===== src/rtl/magcomp_hyst_if.sv =====
// -----------------------------------------------------------------------------
// magcomp_hyst_if
// Bundles the comparator-flag inputs and the debounced-relation outputs of
// magcomp_hyst_monitor so the producer and the monitor share one port.
//
// Parameters
//   CNT_W        width of the change-event counter carried on evt_cnt
//
// Signals (direction seen from the slave / monitor side)
//   in_valid     in   lt/gt/eq valid this cycle
//   lt, gt, eq   in   comparator relation flags
//   clr_cnt      in   synchronous clear of evt_cnt (and sticky err)
//   state_out    out  00 UNKNOWN, 01 BELOW, 10 EQUAL, 11 ABOVE
//   state_known  out  1 when state_out != UNKNOWN
//   change       out  one-cycle pulse on each committed state change
//   err          out  illegal-sample flag
//   evt_cnt      out  saturating count of change pulses
// -----------------------------------------------------------------------------
interface magcomp_hyst_if #(
  parameter int CNT_W = 8
);
  logic             in_valid;
  logic             lt;
  logic             gt;
  logic             eq;
  logic             clr_cnt;
  logic [1:0]       state_out;
  logic             state_known;
  logic             change;
  logic             err;
  logic [CNT_W-1:0] evt_cnt;

  // Producer side: drives the flags, observes the relation state.
  modport master (
    output in_valid, lt, gt, eq, clr_cnt,
    input  state_out, state_known, change, err, evt_cnt
  );

  // Monitor side.
  modport slave (
    input  in_valid, lt, gt, eq, clr_cnt,
    output state_out, state_known, change, err, evt_cnt
  );
endinterface


===== src/rtl/magcomp_hyst_monitor.sv =====
// -----------------------------------------------------------------------------
// magcomp_hyst_monitor
// Debounces the lt/gt/eq flags of a magnitude comparator into a stable
// relation state (BELOW / EQUAL / ABOVE). A new relation is committed only
// after DEBOUNCE consecutive valid samples of the same class; gaps with
// in_valid=0 do not break a run. Non-one-hot samples are flagged on err and
// committed changes are counted in a saturating counter.
//
// Parameters
//   DEBOUNCE     consecutive matching valid samples to commit (1..255)
//   CNT_W        width of the saturating change-event counter
//
// Ports
//   clk          rising-edge clock
//   rst_n        synchronous active-low reset
//   bus          magcomp_hyst_if.slave (flags in, relation state out)
//
// Build option
//   MAGCOMP_HYST_STICKY_ERR_EN
//     defined   : err is sticky from the first illegal sample until clr_cnt
//                 or reset; a new illegal sample in a clr_cnt cycle wins.
//     undefined : err is a one-cycle pulse after each illegal sample and
//                 clr_cnt does not touch it.
// -----------------------------------------------------------------------------
module magcomp_hyst_monitor #(
  parameter int DEBOUNCE = 3,
  parameter int CNT_W    = 8
) (
  input  logic           clk,
  input  logic           rst_n,
  magcomp_hyst_if.slave  bus
);

  localparam int RUN_W = (DEBOUNCE < 1) ? 1 : $clog2(DEBOUNCE + 1);
  localparam logic [RUN_W-1:0] DEB_R   = RUN_W'(DEBOUNCE);
  localparam logic [RUN_W-1:0] RUN_ONE = RUN_W'(1);
  localparam logic [CNT_W-1:0] CNT_MAX = {CNT_W{1'b1}};
  localparam logic [CNT_W-1:0] CNT_ONE = CNT_W'(1);

  localparam logic [1:0] ST_UNKNOWN = 2'b00;
  localparam logic [1:0] ST_BELOW   = 2'b01;
  localparam logic [1:0] ST_EQUAL   = 2'b10;
  localparam logic [1:0] ST_ABOVE   = 2'b11;

  // Map a flag triple to its relation class; 00 marks an illegal
  // (none-set or multi-set) sample, which can never be a real class.
  function automatic logic [1:0] classify(input logic lt_f, input logic gt_f,
                                          input logic eq_f);
    logic [1:0] cls;
    case ({lt_f, gt_f, eq_f})
      3'b100:  cls = ST_BELOW;
      3'b001:  cls = ST_EQUAL;
      3'b010:  cls = ST_ABOVE;
      default: cls = ST_UNKNOWN;
    endcase
    return cls;
  endfunction

  logic [1:0]       state_q, state_d;
  logic [1:0]       cand_q, cand_d;     // 00 = no candidate
  logic [RUN_W-1:0] run_q, run_d;
  logic             known_q, known_d;
  logic             change_q, change_d;
  logic             err_q, err_d;
  logic [CNT_W-1:0] cnt_q, cnt_d;

  logic [1:0]       cls_s;
  logic [RUN_W-1:0] run_next_s;
  logic             commit_s;
  logic             illegal_s;

  // State register: synchronous active-low reset, otherwise load next state.
  always_ff @(posedge clk) begin
    if (!rst_n) begin
      state_q  <= ST_UNKNOWN;
      cand_q   <= ST_UNKNOWN;
      run_q    <= '0;
      known_q  <= 1'b0;
      change_q <= 1'b0;
      err_q    <= 1'b0;
      cnt_q    <= '0;
    end else begin
      state_q  <= state_d;
      cand_q   <= cand_d;
      run_q    <= run_d;
      known_q  <= known_d;
      change_q <= change_d;
      err_q    <= err_d;
      cnt_q    <= cnt_d;
    end
  end

  // Next-state logic: classify the sample, advance or restart the run, commit.
  always_comb begin
    state_d    = state_q;
    cand_d     = cand_q;
    run_d      = run_q;
    run_next_s = run_q;
    commit_s   = 1'b0;
    illegal_s  = 1'b0;
    cls_s      = classify(bus.lt, bus.gt, bus.eq);

    if (bus.in_valid) begin
      if (cls_s == ST_UNKNOWN) begin
        illegal_s = 1'b1;
        cand_d    = ST_UNKNOWN;
        run_d     = '0;
      end else if (cls_s == state_q) begin
        // Sample agrees with the committed relation: abandon any pending run.
        cand_d = ST_UNKNOWN;
        run_d  = '0;
      end else begin
        if (cls_s == cand_q) begin
          run_next_s = run_q + RUN_ONE;
        end else begin
          run_next_s = RUN_ONE;
        end
        // The sample that completes the run commits on the edge capturing it.
        if (run_next_s == DEB_R) begin
          commit_s = 1'b1;
          state_d  = cls_s;
          cand_d   = ST_UNKNOWN;
          run_d    = '0;
        end else begin
          cand_d   = cls_s;
          run_d    = run_next_s;
        end
      end
    end else begin
      // Gap: hold everything, the run survives.
      run_d = run_q;
    end

    known_d  = (state_d != ST_UNKNOWN);
    change_d = commit_s;

    // Clear beats a simultaneous commit; otherwise saturate at all-ones.
    if (bus.clr_cnt) begin
      cnt_d = '0;
    end else if (commit_s && (cnt_q != CNT_MAX)) begin
      cnt_d = cnt_q + CNT_ONE;
    end else begin
      cnt_d = cnt_q;
    end

`ifdef MAGCOMP_HYST_STICKY_ERR_EN
    // A fresh illegal sample outranks a clear in the same cycle.
    err_d = illegal_s | (err_q & ~bus.clr_cnt);
`else
    err_d = illegal_s;
`endif
  end

  // Output logic: every output comes straight from a register.
  always_comb begin
    bus.state_out   = state_q;
    bus.state_known = known_q;
    bus.change      = change_q;
    bus.err         = err_q;
    bus.evt_cnt     = cnt_q;
  end

endmodule

===== src/flat_wrapper.sv =====
// flat-port wrapper written by rule: the top's interface ports become plain ports
module magcomp_hyst_monitor_flat 
#(
  parameter int DEBOUNCE = 3,
  parameter int CNT_W    = 8
)
  (clk, rst_n, bus_in_valid, bus_lt, bus_gt, bus_eq, bus_clr_cnt, bus_state_out, bus_state_known, bus_change, bus_err, bus_evt_cnt);
  magcomp_hyst_if #(.CNT_W(CNT_W)) bus_i ();
  input  logic clk;
  input  logic rst_n;
  input wire logic [$bits(bus_i.in_valid)-1:0] bus_in_valid;
  input wire logic [$bits(bus_i.lt)-1:0] bus_lt;
  input wire logic [$bits(bus_i.gt)-1:0] bus_gt;
  input wire logic [$bits(bus_i.eq)-1:0] bus_eq;
  input wire logic [$bits(bus_i.clr_cnt)-1:0] bus_clr_cnt;
  output wire logic [$bits(bus_i.state_out)-1:0] bus_state_out;
  output wire logic [$bits(bus_i.state_known)-1:0] bus_state_known;
  output wire logic [$bits(bus_i.change)-1:0] bus_change;
  output wire logic [$bits(bus_i.err)-1:0] bus_err;
  output wire logic [$bits(bus_i.evt_cnt)-1:0] bus_evt_cnt;
  assign bus_i.in_valid = bus_in_valid;
  assign bus_i.lt = bus_lt;
  assign bus_i.gt = bus_gt;
  assign bus_i.eq = bus_eq;
  assign bus_i.clr_cnt = bus_clr_cnt;
  assign bus_state_out = bus_i.state_out;
  assign bus_state_known = bus_i.state_known;
  assign bus_change = bus_i.change;
  assign bus_err = bus_i.err;
  assign bus_evt_cnt = bus_i.evt_cnt;
  magcomp_hyst_monitor #(.DEBOUNCE(DEBOUNCE), .CNT_W(CNT_W)) u_core (.clk(clk), .rst_n(rst_n), .bus(bus_i));
endmodule

===== config.mk =====
export PLATFORM = sky130hd
export DESIGN_NAME = magcomp_hyst_monitor_flat
export DESIGN_NICKNAME = d
export VERILOG_FILES = /design/src/rtl/magcomp_hyst_if.sv /design/src/rtl/magcomp_hyst_monitor.sv /design/src/flat_wrapper.sv
export SDC_FILE = /design/constraint.sdc
export NUM_CORES = 1
export LEC_CHECK = 0
export ABC_AREA = 1
export CAP_MARGIN = 20
export CORE_UTILIZATION = 55
export CTS_BUF_LIST = sky130_fd_sc_hd__clkbuf_4
export CTS_CLUSTER_SIZE = 12
export DETAILED_ROUTE_END_ITERATION = 6
export DONT_BUFFER_PORTS = 1
export GPL_ROUTABILITY_DRIVEN = 0
export PLACE_DENSITY = 0.68
export SETUP_SLACK_MARGIN = 0.02
export SLEW_MARGIN = 20
export SYNTH_ARGS = -nofsm -noshare
export SYNTH_HDL_FRONTEND = slang
export SYNTH_SLANG_ARGS = --single-unit

===== constraint.sdc =====
create_clock -name clk -period 1.7 [get_ports clk]
set_input_delay 0.34 -clock clk [delete_from_list [all_inputs] [get_ports clk]]
set_output_delay 0.34 -clock clk [all_outputs]
set_load 0.02 [all_outputs]

==> impl_metrics.py <==
metrics = {
    "sta": {
        "finalSetupTns_ns": 0,
        "whs_ns": 0.154,
        "finalSetupViolations": 0,
        "slew_headroom_pct": 80.1,
        "rsz0062_at_grt": "no",
        "fmax_mhz": 661,
        "clock_skew_ns": 0.00437,
        "fin_crit_ns": 1.51,
        "worst_pin_slew_ns": 0.299,
        "finalCritPeriodShare_pct": 88.9,
        "finalMaxSlewViolations": 0,
        "hold_violations": 0,
        "setup_slack_ns": 0.188,
    },
    "setup_path": {
        "path_class": "register to register",
        "crit_fanout": 9,
        "cp-start-kind": "register",
        "worstPathRequired_ns": 1.93,
        "critical_path_arrival_ns": 1.75,
        "endpoint_kind": "register",
    },
    "cts": {
        "cts-root-buf": "clkbuf_4",
        "clock_path_buffers": 2,
        "clk_pin_slew_ns": 0.10,
        "clock_latency_ns": 0.30,
        "cts_made_buffers": 3,
        "clock_sinks": 17,
        "cts_htree_levels": 1,
        "cts_tree": "done",
    },
    "routing": {
        "wl_per_cell_um": 12.1,
        "routed_wl_um": 1980,
        "vias": 890,
        "drtIter0Drc": 18,
        "drc": 4,
        "viasPerCell": 5.46,
        "ant_nets": 0,
        "firstDrtPassIters": 6,
    },
    "power_and_ir_drop": {
        "power.leakage_nw": 0.508,
        "finalPower_mw": 0.721,
        "power_density_nw_per_um2": 673,
        "vdd_drop_max_mv": 0.511,
    },
    "placed_design": {
        "numPortBuffers": 0,
        "place_area_um2": 1040,
        "dpl.hpwl_um": 1460,
        "dp_slack_ns": 0.215,
    },
    "grt": {
        "antenna_found_initial": 0,
        "grt_pass1_vias": 795,
        "grt_pass1_wl_um": 3350,
        "grt_usage_pct": 23.8,
        "grt_start_max_net_pins": 11,
        "grt_overflow": 0,
    },
    "floorplan": {
        "fp.dieArea_um2": 1900,
        "std_cell_rows": 14,
        "num_io_pins": 20,
        "die_w_um": 43.6,
        "core_um2": 1560,
        "die_y_um": 43.6,
        "start_util_pct": 61.0,
    },
    "logic_synthesis": {
        "netlist_area_um2": 951,
        "synth.area.top_cells": "dfxtp_1 (36%), nand2_1 (15%), nand3_1 (6.8%), a21oi_1 (6.3%), inv_1 (6.3%)",
        "synth.top_cell.area_share_pct": 35.8,
        "syn_avg_cell_area_um2": 7.10,
        "yosys_warnings": 0,
        "postSynthCellCount": 134,
        "synth-seq-cells": 17,
        "synth_cell_type_count": 21,
        "synth_area_leader_cell": "dfxtp_1",
        "synth.yosys.seq_area_share_pct": 35.8,
        "syn_nets": 142,
    },
    "finish": {
        "final_area_um2": 1070,
        "drive_above_1_share_pct": 20.4,
        "fin_nets": 156,
        "diodes": 0,
        "syn2layout_area_growth_pct": 12.6,
    },
    "min_path": {
        "worstHoldPathType": "input pin to register",
    },
    "flow_run": {
        "drv_cap": 0,
    },
    "run_status": {
        "violations": "design-rule violations",
        "status": "complete, but fails checks",
    },
}
[per-stage QoR]
stage	utilization, %	instances
floorplan	-	134
global placement	66.6	159
detailed placement	66.6	159
CTS	68.5	163
global route	68.7	163
finish	68.7	163
[power by group]
part	switching, mW	internal [mW]	total (mW)
logic	0.0521	0.0212	0.0732
clock network	0.133	0.107	0.240
registers	0.00468	0.403	0.407
[repair_timing]
item	in CTS	in global routing
setup endpoints to repair	0	1
buffers inserted	0	0
hold buffers	0	0
resized for setup	0	1
[routing by layer]
layer	global-route usage, %	part of all wire [%]	vias to the layer above
met3	6.25	3.4	4
met5	0	0	-
met4	9.38	1.3	0
met2	35.2	46	17
met1	33.0	50	407
li1	-	-	462
[critical path, cell delays in order, from the launching register on]
cell	delay (ns)
dfxtp_1	0.36
ha_1	0.24
nand4_1	0.19
nor2_2	0.16
nand2_2	0.15
nand3_2	0.17
nand2_1	0.07
a21oi_1	0.12
[area by class of cell]
class,instances,area [um^2]
multi-input combinational,97,537
fill,143,488
sequential,17,340
inverter,20,76.3
timing repair buffer,9,67.6
clock buffer,4,30.0
tap,16,20.0
[registers in the layout, indices dropped and copies added (netlist names)]
| register | cells |
|---|---|
| u_core.bus.change | 1 |
| u_core.bus.state_known | 1 |
| u_core.cand_q | 2 |
| u_core.bus.state_out | 2 |
| u_core.bus.err | 1 |
| u_core.bus.evt_cnt | 8 |
| u_core.run_q | 2 |
[cells in the mapped netlist]
| cell type | count |
|---|---|
| nor2_1 | 7 |
| nor2_8 | 1 |
| nand3_4 | 1 |
| a21oi_1 | 12 |
| inv_2 | 3 |
| xnor2_1 | 2 |
| nand3_1 | 13 |
| nand2_1 | 37 |
| xor2_1 | 3 |
| o21ai_0 | 2 |
| o21ai_4 | 1 |
| dfxtp_1 | 17 |
| nand3_2 | 3 |
| inv_1 | 16 |
| nor3_1 | 3 |
| nand4_1 | 5 |
| nand2_4 | 2 |
| clkinv_2 | 1 |
| ha_1 | 1 |
| nand2_2 | 2 |
| nor2_2 | 2 |
[worst paths after layout]
path | startpoint | endpoint | slack [ns] | depth (start not counted)
setup reg to reg | u_core.bus.evt_cnt[0] | u_core.bus.evt_cnt[2] | 0.19 | 7
setup / recovery | u_core.bus.evt_cnt[0] | u_core.bus.evt_cnt[2] | 0.19 | 7
hold / removal | rst_n | u_core.bus.state_out[0] | 0.15 | 2
hold reg to reg | u_core.cand_q[0] | u_core.cand_q[0] | 0.49 | 2
[cell families (layout without fill, tap and decap cells)]
group           count (synthesis)  after routing  synth area share [%]
simple gates                   76             76                  41.2
buf+inv                        20             33                  8.03
flops                          17             17                  35.8
compound gates                 15             15                  9.08
xor+xnor                        5              5                  4.61
fa+ha+maj                       1              1                  1.32
[layout by cell type (no fill, tap or decap), drive strengths merged, types with 2 or more instances in the layout]
cell type,count
xor2,3
clkbuf,4
dfxtp,17
buf,9
o21ai,3
nand2,41
nor2,10
inv,19
nand4,5
nor3,3
a21oi,12
nand3,17
xnor2,2
No activity file was read; power rests on OpenSTA's default activity.
